===== src/rtl/arm_decode_pkg.sv =====
// Shared types and the ARM instruction-word classifier used by arm_decode_queue.
package arm_decode_pkg;

    localparam logic [2:0] CLS_CP = 3'd0;
    localparam logic [2:0] CLS_DP = 3'd1;
    localparam logic [2:0] CLS_LS = 3'd2;
    localparam logic [2:0] CLS_BR = 3'd3;

    localparam logic [3:0] DP_EXT    = 4'd0;
    localparam logic [3:0] DP_IMM    = 4'd1;
    localparam logic [3:0] DP_REGSH  = 4'd2;
    localparam logic [3:0] DP_REGREG = 4'd3;
    localparam logic [3:0] DP_MUL    = 4'd4;

    typedef struct packed {
        logic [31:0] instr;
        logic [2:0]  cls;
        logic [3:0]  dp_type;
        logic [3:0]  cond;
    } decoded_t;

    localparam int ENTRY_W = $bits(decoded_t);

    function automatic decoded_t decode(input logic [31:0] instr);
        decoded_t d;
        d.instr   = instr;
        d.cond    = instr[31:28];
        d.dp_type = DP_EXT;
        case (instr[27:26])
            2'b00:   d.cls = CLS_DP;
            2'b01:   d.cls = CLS_LS;
            2'b10:   d.cls = CLS_BR;
            default: d.cls = CLS_CP;
        endcase
        // Priority order matters: multiply encodings also have bit 4 set and bit 7 set.
        if (d.cls == CLS_DP) begin
            if (instr[25])                                     d.dp_type = DP_IMM;
            else if (instr[27:24] == 4'b0000 && instr[7:4] == 4'b1001) d.dp_type = DP_MUL;
            else if (!instr[4])                                d.dp_type = DP_REGSH;
            else if (!instr[7])                                d.dp_type = DP_REGREG;
            else                                               d.dp_type = DP_EXT;
        end
        return d;
    endfunction

endpackage


===== src/rtl/arm_decode_fifo.sv =====
// Generic DEPTH x WIDTH synchronous FIFO with occupancy output; head reads as zero when empty.
module arm_decode_fifo #(
    parameter int DEPTH = 4,
    parameter int WIDTH = 32
) (
    input  logic                     clk,
    input  logic                     rst,
    input  logic                     push_i,
    input  logic                     pop_i,
    input  logic [WIDTH-1:0]         wdata_i,
    output logic [WIDTH-1:0]         rdata_o,
    output logic                     full_o,
    output logic                     empty_o,
    output logic [$clog2(DEPTH):0]   level_o
);

    localparam int AW = $clog2(DEPTH);
    localparam logic [AW:0] FULL_LEVEL = (AW+1)'(DEPTH);

    logic [WIDTH-1:0] mem_q [DEPTH];
    logic [AW-1:0]    wr_ptr_q, wr_ptr_d;
    logic [AW-1:0]    rd_ptr_q, rd_ptr_d;
    logic [AW:0]      level_q, level_d;
    logic             push_en, pop_en;

    assign full_o  = (level_q == FULL_LEVEL);
    assign empty_o = (level_q == '0);
    assign level_o = level_q;
    assign push_en = push_i && !full_o;
    assign pop_en  = pop_i && !empty_o;

    // NOTE: every signal driven here gets a default first so no latch is inferred.
    always_comb begin
        wr_ptr_d = wr_ptr_q;
        rd_ptr_d = rd_ptr_q;
        level_d  = level_q;
        if (push_en) wr_ptr_d = wr_ptr_q + AW'(1);
        if (pop_en)  rd_ptr_d = rd_ptr_q + AW'(1);
        if (push_en && !pop_en)      level_d = level_q + (AW+1)'(1);
        else if (!push_en && pop_en) level_d = level_q - (AW+1)'(1);
    end

    // NOTE: non-blocking assignments for all state so every flop samples pre-edge values.
    always_ff @(posedge clk or posedge rst) begin
        if (rst) begin
            wr_ptr_q <= '0;
            rd_ptr_q <= '0;
            level_q  <= '0;
        end else begin
            wr_ptr_q <= wr_ptr_d;
            rd_ptr_q <= rd_ptr_d;
            level_q  <= level_d;
        end
    end

    // NOTE: storage is not reset; stale slots are never visible because the head is gated by empty.
    always_ff @(posedge clk) begin
        if (push_en) mem_q[wr_ptr_q] <= wdata_i;
    end

    assign rdata_o = empty_o ? '0 : mem_q[rd_ptr_q];

endmodule


===== src/rtl/arm_decode_queue.sv =====
// Decodes ARM instruction words on entry and buffers them in a DEPTH-entry FIFO.
// Define DECODE_STATS_EN to build the per-class retire counters.
module arm_decode_queue
    import arm_decode_pkg::*;
#(
    parameter int DEPTH = 4,
    parameter int CNT_W = 16
) (
    input  logic                   clk,
    input  logic                   rst,
    input  logic                   in_valid,
    input  logic [31:0]            in_instr,
    output logic                   in_ready,
    output logic                   out_valid,
    input  logic                   out_ready,
    output logic [31:0]            out_instr,
    output logic [2:0]             out_class,
    output logic [3:0]             out_dp_type,
    output logic [3:0]             out_cond,
    output logic [$clog2(DEPTH):0] level,
    input  logic                   stats_clr,
    output logic [CNT_W-1:0]       stats_dp,
    output logic [CNT_W-1:0]       stats_ls,
    output logic [CNT_W-1:0]       stats_br,
    output logic [CNT_W-1:0]       stats_cp
);

    decoded_t           in_entry;
    decoded_t           head;
    logic [ENTRY_W-1:0] head_bits;
    logic               fifo_full, fifo_empty;
    logic               push, pop;

    assign in_entry  = decode(in_instr);
    assign in_ready  = !fifo_full;
    assign out_valid = !fifo_empty;
    assign push      = in_valid && in_ready;
    assign pop       = out_valid && out_ready;

    arm_decode_fifo #(
        .DEPTH (DEPTH),
        .WIDTH (ENTRY_W)
    ) u_fifo (
        .clk     (clk),
        .rst     (rst),
        .push_i  (push),
        .pop_i   (pop),
        .wdata_i (in_entry),
        .rdata_o (head_bits),
        .full_o  (fifo_full),
        .empty_o (fifo_empty),
        .level_o (level)
    );

    assign head        = decoded_t'(head_bits);
    assign out_instr   = head.instr;
    assign out_class   = head.cls;
    assign out_dp_type = head.dp_type;
    assign out_cond    = head.cond;

`ifdef DECODE_STATS_EN
    logic [CNT_W-1:0] cnt_q [4];
    logic [CNT_W-1:0] cnt_d [4];

    // Counters are indexed directly by class code; clear wins over a same-cycle retire.
    always_comb begin
        cnt_d = cnt_q;
        if (stats_clr) begin
            for (int i = 0; i < 4; i++) cnt_d[i] = '0;
        end else if (pop && cnt_q[head.cls[1:0]] != '1) begin
            cnt_d[head.cls[1:0]] = cnt_q[head.cls[1:0]] + CNT_W'(1);
        end
    end

    always_ff @(posedge clk or posedge rst) begin
        if (rst) begin
            for (int i = 0; i < 4; i++) cnt_q[i] <= '0;
        end else begin
            cnt_q <= cnt_d;
        end
    end

    assign stats_cp = cnt_q[CLS_CP[1:0]];
    assign stats_dp = cnt_q[CLS_DP[1:0]];
    assign stats_ls = cnt_q[CLS_LS[1:0]];
    assign stats_br = cnt_q[CLS_BR[1:0]];
`else
    logic unused_stats_clr;
    assign unused_stats_clr = stats_clr;
    assign stats_cp = '0;
    assign stats_dp = '0;
    assign stats_ls = '0;
    assign stats_br = '0;
`endif

endmodule

===== config.mk =====
export PLATFORM = sky130hd
export DESIGN_NAME = arm_decode_queue
export DESIGN_NICKNAME = d
export VERILOG_FILES = /design/src/rtl/arm_decode_pkg.sv /design/src/rtl/arm_decode_fifo.sv /design/src/rtl/arm_decode_queue.sv
export SDC_FILE = /design/constraint.sdc
export NUM_CORES = 1
export LEC_CHECK = 0
export CAP_MARGIN = 20
export CORE_ASPECT_RATIO = 0.5
export CORE_UTILIZATION = 36
export DETAILED_ROUTE_END_ITERATION = 6
export PLACE_DENSITY = 0.66
export SLEW_MARGIN = 0
export SYNTH_ARGS = -nofsm -noshare
export SYNTH_HDL_FRONTEND = slang
export SYNTH_SLANG_ARGS = --single-unit

===== constraint.sdc =====
create_clock -name clk -period 4.3 [get_ports clk]
set_input_delay 1.075 -clock clk [delete_from_list [all_inputs] [get_ports clk]]
set_output_delay 1.075 -clock clk [all_outputs]
set_load 0.05 [all_outputs]

==> impl_results.md <==
* List of most frequent post-synthesis cells: edfxtp_1, buf_4, and2_1
* Yosys warnings at 0
* DP HPWL at 6.88 mm
* Final Hold Fails at 0
* WP data arrival at 2.66 ns
* Hold Path Stages at 1
* Hold crit path type: reg -> reg
* RSZ-0062 raised after global routing: no
* Count leader, synth: edfxtp_1
* Slew HR at 0.637
* Worst hold slack at 0.555 ns
* Core area at 17700 um2
* Multi-input logic area at 1620 um2
* Reg clk slew, reported paths at approximately 0.070 ns
* EDFF count, synth at between 100 and 150
* IO Pins at 149
* CTS Buffer Depth at 2
* DRT Pass-1 Iters at 4
* Sequential area share after synthesis at 0.699
* Post-Place Cells at roughly 660
* Die width at 194 um
* Grt ovf at 0
* Post-route minimum period at between 3 and 4 ns
* Starting density of the core at 0.374
* Reg2reg start: u_fifo.level_o[0]
* Setup Viol. Count Final at 0
* Pin count of the biggest net entering global routing at 41
* Flop2flop setup slack at 1.88 ns
* Synthesized netlist cell count at about 360
* Post-CTS Repair Setup Buffers at 0
* Routed vias/inst at approximately 4.4
* Fin Setup TNS at 0 ns
* H-Tree Depth at 4
* Largest cells by area after synthesis: edfxtp_1, mux4_2, buf_4, and2_1, dfrtp_1
* CP Max Fanout at 24
* Delay-heaviest family, CP: buffers and inverters
* Critical path's slowest cell: clkdlybuf4s50_1
* CP endpoint kind: primary output
* Port bufs at 81
* GPL Wtd Cong at 0.664
* Critical Path, Cell by Cell: buf_4 -> mux4_2 -> and2_1 -> clkdlybuf4s50_1
* Clock root cell: clkbuf_16
* Final antenna-violating net count at 0
* CTS resizes at 0
* Async SR Flop Fraction at 0.0452
* Cts bufs inserted at 17
* Die Area at 18900 um2
* Via count at 3055
* Reg2reg end: u_fifo.level_o[2]
* Max Clock Skew at 0.0116 ns
* FMAX at 268 MHz
* Post-synthesis register bit count at 155
* Critical Path RT at 3.22 ns
* Max_cap viols at 0
* Unique masters post-synth at 25
* Outcome: finished clean
* # hold bufs at CTS at 0
* Crit-path max cell delay at 0.70 ns
* Yosys top cell by area: edfxtp_1
* Vias in the first global route at 3033
* WL final at ~11 mm
* Syn avg cell area at 18.6 um2
* Worst skew pair latency at 0.42 ns
* Startpoint class of the critical path: flip-flop
* Hold Path Origin: u_fifo.level_o[2]
* Drt drc at 0
* Drt wl/cell at 16.2 um
* Rows at 34
* Top FF cell, synth: edfxtp_1
* Worst Tran Pin Value at between 0.5 and 0.6 ns
* Layout Nets at approximately 500
* Share of the synthesized area in the top cell type at 0.672
* DR iter-0 viols at 86
* Antenna violations before repair at 0
* Share of layout cells above drive strength 1 at 0.183
* Cell area after synthesis at 6610 um2
* Fin crit share at 0.869
* Cell count of the worst reg-to-reg path at 9
* Fin cells at 694
* Worst setup path startpoint: u_fifo.rd_ptr_q[0]
* CP Buf/Inv Count at 2
* Antenna cells at 0
* Gr usage total at 0.125
* CTS tree: done
* Vert. Die Dim at 97.8 um
* FF/Latch Area at 4620 um2
* Final Max Tran Viols at 0
* First-pass GRT wire length at 17.4 mm
* Critical path class: reg -> out
* Layout fillers at 1465
* Hold EP: u_fifo.level_o[2]
* Area delta synth->final at 22.0%
* Clk sinks at 155
per-stage QoR:
| step | setup WS (ns) | utilization | area, um2 |
|---|---|---|---|
| after floorplan | 0.894 | - | 6860 |
| after global placement | 0.952 | 0.423 | 7460 |
| after detailed placement | 0.945 | 0.423 | 7460 |
| after CTS | 0.492 | 0.457 | 8060 |
| after global routing | 0.422 | 0.457 | 8060 |
| final | 0.563 | 0.457 | 8060 |
area by class of cell:
cell class / count / share of cell area
Sequential cell: 155 / 0.573
Clock inverter: 13 / 0.0209
Multi-Input combinational cell: 177 / 0.201
Tap cell: 234 / 0.0363
Clock buffer: 19 / 0.0537
Inverter: 6 / 0.00279
Timing Repair Buffer: 90 / 0.112
per-layer routing:
metal / vias up / part of all wire / GRT usage
met2: 97 / 0.51 / 0.213
met3: 15 / 0.039 / 0.0321
met5: - / 0 / 0
li1: 1388 / - / -
met1: 1555 / 0.44 / 0.152
met4: 0 / 0.015 / 0.0517
registers in the layout, summed over array words and instances (netlist names):
signal and flops:
u_fifo.rd_ptr_q 2, u_fifo.mem_q 148, u_fifo.level_o 3, u_fifo.wr_ptr_q 2
how the worst max path moves through the flow:
stage	cells after the start	endpoint	slack (ns)
2_1_floorplan	4	out_instr[28]	0.89
3_3_place_gp	4	out_cond[0]	0.95
3_5_place_dp	4	out_instr[24]	0.95
4_1_cts	4	out_instr[24]	0.49
5_1_grt	4	out_cond[2]	0.42
6_report	4	out_instr[28]	0.56
cells in the final DEF (no fill, tap or decap), drive strengths merged:
cell and count:
edfxtp 148, clkdlybuf4s50 81, conb 66, and2 41, mux4 37, clkbuf 19, buf 9, ha 8
inv 7, dfrtp 7, clkinv 6, nor2 5, xnor2 4, bufinv 3, clkinvlp 3, mux2 2
nand3 2, xor2 2, nand2 2, a21boi 1, or3 1, nand2b 1, a21oi 1, nor2b 1
o21a 1, nor3 1, fa 1
cell families (layout without fill, tap and decap cells):
family	Yosys count	count (layout)	synth area share
buffers and inverters	88	128	0.0937
adder cells (fa/ha/maj)	9	9	0.0182
other	1	66	0.000567
multiplexers	39	39	0.129
XOR/XNOR	6	6	0.00795
AO/OA/AOI/OAI	3	3	0.00360
AND/OR/NAND/NOR	54	54	0.0479
flip-flops	155	155	0.699
Power is left out: the tool's default activity adds up to more than one toggle a clock period on the data nets, which glitch-free logic cannot reach.
